$ cat src/rtl/game_pkg.sv
`default_nettype none
// ============================================================================
// Module   : game_pkg
// Purpose  : Shared types and constants for the board cell-action logic.
//            Holds the cell-state encoding stored in the board RAM, the click
//            operation type, the sequencer FSM states, and the default widths.
// Ports    : none (package)
// Revision : 1.0 - initial release
// ============================================================================
package game_pkg;

  localparam int IDX_W = 5;
  localparam int CNT_W = 10;

  // State field of a board RAM word (the mine bit sits above it).
  typedef enum logic [1:0] {
    HIDDEN   = 2'b00,
    FLAGGED  = 2'b01,
    REVEALED = 2'b10
  } cell_state_e;

  typedef enum logic {
    REVEAL = 1'b0,
    TOGGLE = 1'b1
  } op_e;

  typedef enum logic [2:0] {
    ST_IDLE    = 3'd0,
    ST_REQ     = 3'd1,
    ST_READ    = 3'd2,
    ST_WAIT    = 3'd3,
    ST_DECIDE  = 3'd4,
    ST_WRITE   = 3'd5,
    ST_RELEASE = 3'd6
  } state_e;

endpackage : game_pkg
`default_nettype wire

$ cat src/rtl/cell_action_ctl_click_edge.sv
`default_nettype none
// ============================================================================
// Module   : click_edge
// Purpose  : Registers the reveal/flag request levels once and produces a
//            single-cycle click pulse on a rising edge of either. When both
//            rise together, the reveal operation takes priority.
// Ports    : clk_i    - clock
//            rst_ni   - asynchronous active-low reset
//            bomb_i   - reveal request level
//            flag_i   - flag request level
//            click_o  - rising edge seen on either request this cycle
//            op_o     - operation for this click (REVEAL over TOGGLE)
// Revision : 1.0 - initial release
// ============================================================================
module click_edge
  import game_pkg::*;
(
  input  logic clk_i,
  input  logic rst_ni,
  input  logic bomb_i,
  input  logic flag_i,
  output logic click_o,
  output op_e  op_o
);

  logic bomb_q;
  logic flag_q;
  logic rise_bomb;
  logic rise_flag;

  always_ff @(posedge clk_i or negedge rst_ni) begin
    if (!rst_ni) begin
      bomb_q <= 1'b0;
      flag_q <= 1'b0;
    end else begin
      bomb_q <= bomb_i;
      flag_q <= flag_i;
    end
  end

  // Edge is taken against the live input so the FSM can leave IDLE one
  // cycle after the request rises.
  assign rise_bomb = bomb_i & ~bomb_q;
  assign rise_flag = flag_i & ~flag_q;
  assign click_o   = rise_bomb | rise_flag;
  assign op_o      = rise_bomb ? REVEAL : TOGGLE;

endmodule : click_edge
`default_nettype wire

$ cat src/rtl/cell_action_ctl.sv
`default_nettype none
// ============================================================================
// Module   : cell_action_ctl
// Purpose  : Turns reveal/flag clicks into read-modify-write operations on the
//            shared board status RAM, applies the per-cell game rules and
//            maintains the flags-left and revealed-cell counters.
// Config   : CELL_FLAG_LIMIT_EN - when defined, flagging a hidden cell with no
//            flags left is refused (no write); otherwise the flag is written
//            and flags_left stays saturated at zero.
// Ports    : clk, rst (async active-low)
//            bomb, flag, button_index_x/y, game_active  - click inputs
//            mine_num, new_game                          - counter reload
//            mem_req/mem_gnt/mem_addr/mem_rd/mem_rdata/
//            mem_wr/mem_wdata                            - RAM port
//            busy, explode, flags_left, reveal_cnt       - status
// Revision : 1.0 - initial release
// ============================================================================
module cell_action_ctl #(
  parameter int IDX_W = game_pkg::IDX_W,
  parameter int CNT_W = game_pkg::CNT_W
) (
  input  logic               clk,
  input  logic               rst,
  input  logic               bomb,
  input  logic               flag,
  input  logic [IDX_W-1:0]   button_index_x,
  input  logic [IDX_W-1:0]   button_index_y,
  input  logic               game_active,
  input  logic [CNT_W-1:0]   mine_num,
  input  logic               new_game,
  output logic               mem_req,
  input  logic               mem_gnt,
  output logic [2*IDX_W-1:0] mem_addr,
  output logic               mem_rd,
  input  logic [2:0]         mem_rdata,
  output logic               mem_wr,
  output logic [1:0]         mem_wdata,
  output logic               busy,
  output logic               explode,
  output logic [CNT_W-1:0]   flags_left,
  output logic [CNT_W-1:0]   reveal_cnt
);

  import game_pkg::*;

  state_e           state_q, state_d;
  logic [IDX_W-1:0] x_q, y_q;
  op_e              op_q;
  logic [2:0]       rdata_q;
  logic [1:0]       wdata_q;
  logic             explode_q;
  logic [CNT_W-1:0] flags_q, reveal_q;

  logic             click;
  op_e              click_op;
  logic             accept;

  // Rule outcome for the captured cell word.
  logic             do_write;
  cell_state_e      new_state;
  logic             boom;
  logic             inc_rev;
  logic             inc_flag;
  logic             dec_flag;

  click_edge u_click_edge (
    .clk_i   (clk),
    .rst_ni  (rst),
    .bomb_i  (bomb),
    .flag_i  (flag),
    .click_o (click),
    .op_o    (click_op)
  );

  assign accept = click && (state_q == ST_IDLE) && game_active &&
                  (button_index_x != '0) && (button_index_y != '0);

  // Game rules for one cell.
  always_comb begin
    do_write  = 1'b0;
    new_state = HIDDEN;
    boom      = 1'b0;
    inc_rev   = 1'b0;
    inc_flag  = 1'b0;
    dec_flag  = 1'b0;
    if (op_q == REVEAL) begin
      if (rdata_q[1:0] == HIDDEN) begin
        do_write  = 1'b1;
        new_state = REVEALED;
        boom      = rdata_q[2];
        inc_rev   = ~rdata_q[2];
      end
    end else begin
      if (rdata_q[1:0] == HIDDEN) begin
`ifdef CELL_FLAG_LIMIT_EN
        if (flags_q != '0) begin
          do_write  = 1'b1;
          new_state = FLAGGED;
          dec_flag  = 1'b1;
        end
`else
        do_write  = 1'b1;
        new_state = FLAGGED;
        dec_flag  = (flags_q != '0);
`endif
      end else if (rdata_q[1:0] == FLAGGED) begin
        do_write  = 1'b1;
        new_state = HIDDEN;
        inc_flag  = 1'b1;
      end
    end
  end

  // FSM: state register
  always_ff @(posedge clk or negedge rst) begin
    if (!rst) state_q <= ST_IDLE;
    else      state_q <= state_d;
  end

  // FSM: next state
  always_comb begin
    state_d = state_q;
    case (state_q)
      ST_IDLE:    if (accept)  state_d = ST_REQ;
      ST_REQ:     if (mem_gnt) state_d = ST_READ;
      ST_READ:    state_d = ST_WAIT;
      ST_WAIT:    state_d = ST_DECIDE;
      ST_DECIDE:  state_d = do_write ? ST_WRITE : ST_RELEASE;
      ST_WRITE:   state_d = ST_RELEASE;
      ST_RELEASE: state_d = ST_IDLE;
      default:    state_d = ST_IDLE;
    endcase
  end

  // FSM: outputs. Strobes are decoded from state so an async reset drops
  // them immediately, before any write can reach the RAM.
  always_comb begin
    busy    = (state_q != ST_IDLE);
    mem_req = (state_q == ST_REQ) || (state_q == ST_READ) || (state_q == ST_WAIT) ||
              (state_q == ST_DECIDE) || (state_q == ST_WRITE);
    mem_rd  = (state_q == ST_READ);
    mem_wr  = (state_q == ST_WRITE);
  end

  // Operation context and RAM data path.
  always_ff @(posedge clk or negedge rst) begin
    if (!rst) begin
      x_q       <= '0;
      y_q       <= '0;
      op_q      <= REVEAL;
      rdata_q   <= '0;
      wdata_q   <= '0;
      explode_q <= 1'b0;
    end else begin
      explode_q <= 1'b0;
      if (accept) begin
        x_q  <= button_index_x;
        y_q  <= button_index_y;
        op_q <= click_op;
      end
      if (state_q == ST_WAIT) rdata_q <= mem_rdata;
      if (state_q == ST_DECIDE) begin
        wdata_q   <= new_state;
        explode_q <= boom;
      end
    end
  end

  // Counters. A new game reloads them even while an operation is in flight.
  always_ff @(posedge clk or negedge rst) begin
    if (!rst) begin
      flags_q  <= '0;
      reveal_q <= '0;
    end else if (new_game) begin
      flags_q  <= mine_num;
      reveal_q <= '0;
    end else if (state_q == ST_DECIDE) begin
      if (inc_rev && (reveal_q != '1)) reveal_q <= reveal_q + 1'b1;
      if (dec_flag)                       flags_q  <= flags_q - 1'b1;
      if (inc_flag && (flags_q < mine_num)) flags_q <= flags_q + 1'b1;
    end
  end

  assign mem_addr   = {y_q, x_q};
  assign mem_wdata  = wdata_q;
  assign explode    = explode_q;
  assign flags_left = flags_q;
  assign reveal_cnt = reveal_q;

endmodule : cell_action_ctl
`default_nettype wire

$ cat config.mk
export PLATFORM = sky130hd
export DESIGN_NAME = cell_action_ctl
export DESIGN_NICKNAME = d
export VERILOG_FILES = /design/src/rtl/game_pkg.sv /design/src/rtl/cell_action_ctl_click_edge.sv /design/src/rtl/cell_action_ctl.sv
export SDC_FILE = /design/constraint.sdc
export NUM_CORES = 1
export LEC_CHECK = 0
export ABC_AREA = 1
export BUFFER_PORTS_ARGS = -buffer_cell sky130_fd_sc_hd__buf_2
export CAP_MARGIN = 10
export CORE_ASPECT_RATIO = 0.8
export CORE_MARGIN = 5
export CORE_UTILIZATION = 40
export CTS_CLUSTER_SIZE = 8
export DETAILED_ROUTE_END_ITERATION = 7
export PLACE_DENSITY = 0.66
export SYNTH_ARGS = -nofsm -noshare
export SYNTH_HDL_FRONTEND = slang
export SYNTH_HIERARCHICAL = 1
export SYNTH_SLANG_ARGS = --single-unit
$ cat constraint.sdc
create_clock -name clk -period 3.7 [get_ports clk]
set_input_delay 0.555 -clock clk [delete_from_list [all_inputs] [get_ports clk]]
set_output_delay 0.555 -clock clk [all_outputs]
set_load 0.05 [all_outputs]
==> impl_metrics.csv <==
group,metric,value,unit
outcome,status,"complete, no violations",
global_routing,grt_pass1_wl,11700,um
sta,worstMarginPinSlew,0.972,ns
power,p_int,0.00142,W
synthesis,netlist-cell-type-count,43,
clock_network,cts_buffer_depth,2,
sta,finalHoldViolCount,0,
setup_path,crit_end,"flags_left[9]",
setup_path,arrival,2.97,ns
final_layout,antennaDiodeCount,0,
global_routing,overflow,0,
synthesis,synth-async-reset-ratio,100,%
synthesis,synth_warnings,6,
placed_design,postPlaceCellArea,3290,um2
setup_path,worst-path-max-fanout,11,
die,die_w,105,um
route,drc,0,
sta,hold_ws,0.376,ns
global_routing,antenna_found_initial,0,
final_layout,drive_gt1_share,29.5,%
global_routing,grt_max_degree,43,
route,num_vias,2558,
placed_design,gp_congestion,0.915,
global_routing,gr-usage-met2,24.5,%
route,ant_nets,0,
die,fp.dieH,86.0,um
clock_network,post_cts_buffers,0,
power,p_sw,0.00171,W
sta,fin_skew,0.00862,ns
sta,fmax,0.362,GHz
clock_network,insertion_delay,0.30,ns
placed_design,portBuffers,66,
global_routing,busiest_layer,"met2",
final_layout,area_growth,17.5,%
setup_path,end_kind,"register",
setup_path,crit_start,"flags_left[9]",
final_layout,mostFrequentLayoutCell,"nand2_1",
clock_network,cts_resized,0,
clock_network,clk_pin_slew_worst_paths,0.09,ns
synthesis,ys_seq_area_share,36.4,%
setup_path,reg2reg_from,"flags_left[9]",
sta,fin_crit_sh,74.8,%
synthesis,ys_dominant_reg_cell,"dfrtp_1",
min_path,worstHoldPathType,"in2reg",
synthesis,synth.avg_cell_area,7.77,um2
power,seqPwrFrac,24.9,%
clock_network,cts-root-buf,"clkbuf_8",
clock_network,cts_buffers,5,
synthesis,syn_nets,421,
global_routing,met3_usage,3.01,%
sta,maxSlewHeadroom,35.2,%
setup_path,cp-start-kind,"register",
clock_network,cts_tree,"done",
sta,finalMaxSlewViolations,0,
setup_path,worstReg2RegEnd,"flags_left[9]",
sta,min_period,2.77,ns
synthesis,synth-edff-count,0,
sta,rsz0062_at_grt,"no",
setup_path,required,3.90,ns
synthesis,syn_area,2890,um2
final_layout,mostFrequentLayoutCells,"92 x nand2_1, 66 x buf_2, 47 x inv_1, 42 x dfrtp_1, 30 x nor2_1",
power,p_clk_share,11.9,%
setup_path,critPathKind,"reg2reg",
die,die_area,9040,um2
route,routedWlPerCell,12.9,um
final_layout,design_area,3400,um2
power,p_per_area,922,nW/um2
die,start_util,41.5,%
synthesis,synthCells,372,
die,ios,67,
placed_design,dpl.hpwl,5280,um
route,dr.pass1.iters,6,
synthesis,ys_ff_latch,42,
clock_network,clock_sinks,42,
route,wl,6800,um
route,via_per_inst,4.85,
sta,finalSetupTns,0,ns
route,drt_first_iter_violations,93,
final_layout,layout.nets,488,
clock_network,postCtsHoldBufs,0,
setup_path,rr_worst_depth,18,
clock_network,cts.htree.levels,2,
power,swShare,54.5,%
power,combPwrFrac,63.2,%
global_routing,grt_usage,15.5,%
flow_run,drv_cap,0,
sta,finalSetupViolCount,0,
global_routing,grt_pass1_vias,2436,
power,cellLeakagePower,1.82,nW
die,coreArea,6960,um2
setup_path,ff2ff_setup_slack,0.93,ns
power,peakVddDrop,0.000355,V
global_routing,grt_util_met1,22.1,%
die,rows,27,
[kinds of logic (layout without fill, tap and decap cells)]
family | Yosys count | in the layout | share of synthesized area, %
compound gates | 65 | 65 | 14.1
xor+xnor | 5 | 5 | 1.52
fa+ha+maj | 19 | 19 | 8.49
buf+inv | 65 | 133 | 9.13
flops | 42 | 42 | 36.4
mux | 1 | 1 | 0.390
simple gates | 175 | 175 | 30.0
[cells in the mapped netlist, drive strengths merged (2+ instances only)]
cell   instances  area (um2)
a21oi         20         111
a22oi          2        20.0
buf            5        38.8
dfrtp         42        1050
ha            18         225
inv           59         221
nand2        103         438
nand3         18         118
nand4          9        62.6
nor2          38         183
nor3           3        36.3
o21ai         35         198
o31ai          2        25.0
or2            2        12.5
xor2           4        35.0
[sequential cells by signal (all words and copies together) (netlist names)]
signal               count
flags_left              10
reveal_cnt              10
x_q                      5
y_q                      5
rdata_q                  3
state_q                  3
mem_wdata                2
explode                  1
op_q                     1
u_click_edge/bomb_q      1
u_click_edge/flag_q      1
[worst min-delay path by stage]
stage | startpoint | end | cells past startpoint
4_1_cts | flag | u_click_edge/flag_q | 1
3_5_place_dp | mem_wdata[1] | mem_wdata[1] | 2
5_1_grt | flag | u_click_edge/flag_q | 1
6_report | flag | u_click_edge/flag_q | 1
2_1_floorplan | rst | explode | 0
3_3_place_gp | mem_wdata[1] | mem_wdata[1] | 2
[power by group through the flow]
stage,Sequential [W],Combinational (W),Clock (W)
floorplan,0.00114,0.00120,0
global placement,0.000785,0.00194,0
detailed placement,0.000787,0.00198,0
CTS,0.000780,0.00199,0.000381
global route,0.000807,0.00221,0.000398
finish,0.000780,0.00198,0.000373
[critical path: stages (launching register included)]
cell     delay (ns)
dfrtp_1        0.49
ha_1           0.34
nand2_1        0.07
nor2_1         0.26
nand2_1        0.16
nand3_4        0.20
ha_1           0.33
nand2_1        0.12
nand2_1        0.06
nand2_1        0.05
nand2_1        0.05
nand2_1        0.06
nand2_1        0.04
nor2_1         0.12
inv_1          0.06
nand2_1        0.06
nand3_1        0.06
nand2_1        0.08
nand2_1        0.04
[per-stage QoR]
stage,instances,worst slack [ns],power (W),utilization [%]
final,527,0.934,0.00313,48.8
after detailed placement,519,0.781,0.00277,47.2
after global placement,519,0.848,0.00272,47.2
after CTS,527,0.939,0.00315,48.8
after global routing,527,0.624,0.00342,48.8
after floorplan,372,1.07,0.00234,-
[area by class of cell]
class                   count  area, um2
repair buffers             66        330
inverters                  59        221
flip-flops and latches     42       1050
clock buffers               5       68.8
multi-input cells         265       1580
fillers                   714       3560
well taps                  87        109
clock inverters             3       40.0
[per-layer routing]
layer	share of wire [%]	up-vias
met5	0	-
met4	0.78	0
met3	4.8	5
met2	45	58
met1	49	1145
li1	-	1350
Power figures use the tool's default switching activity.
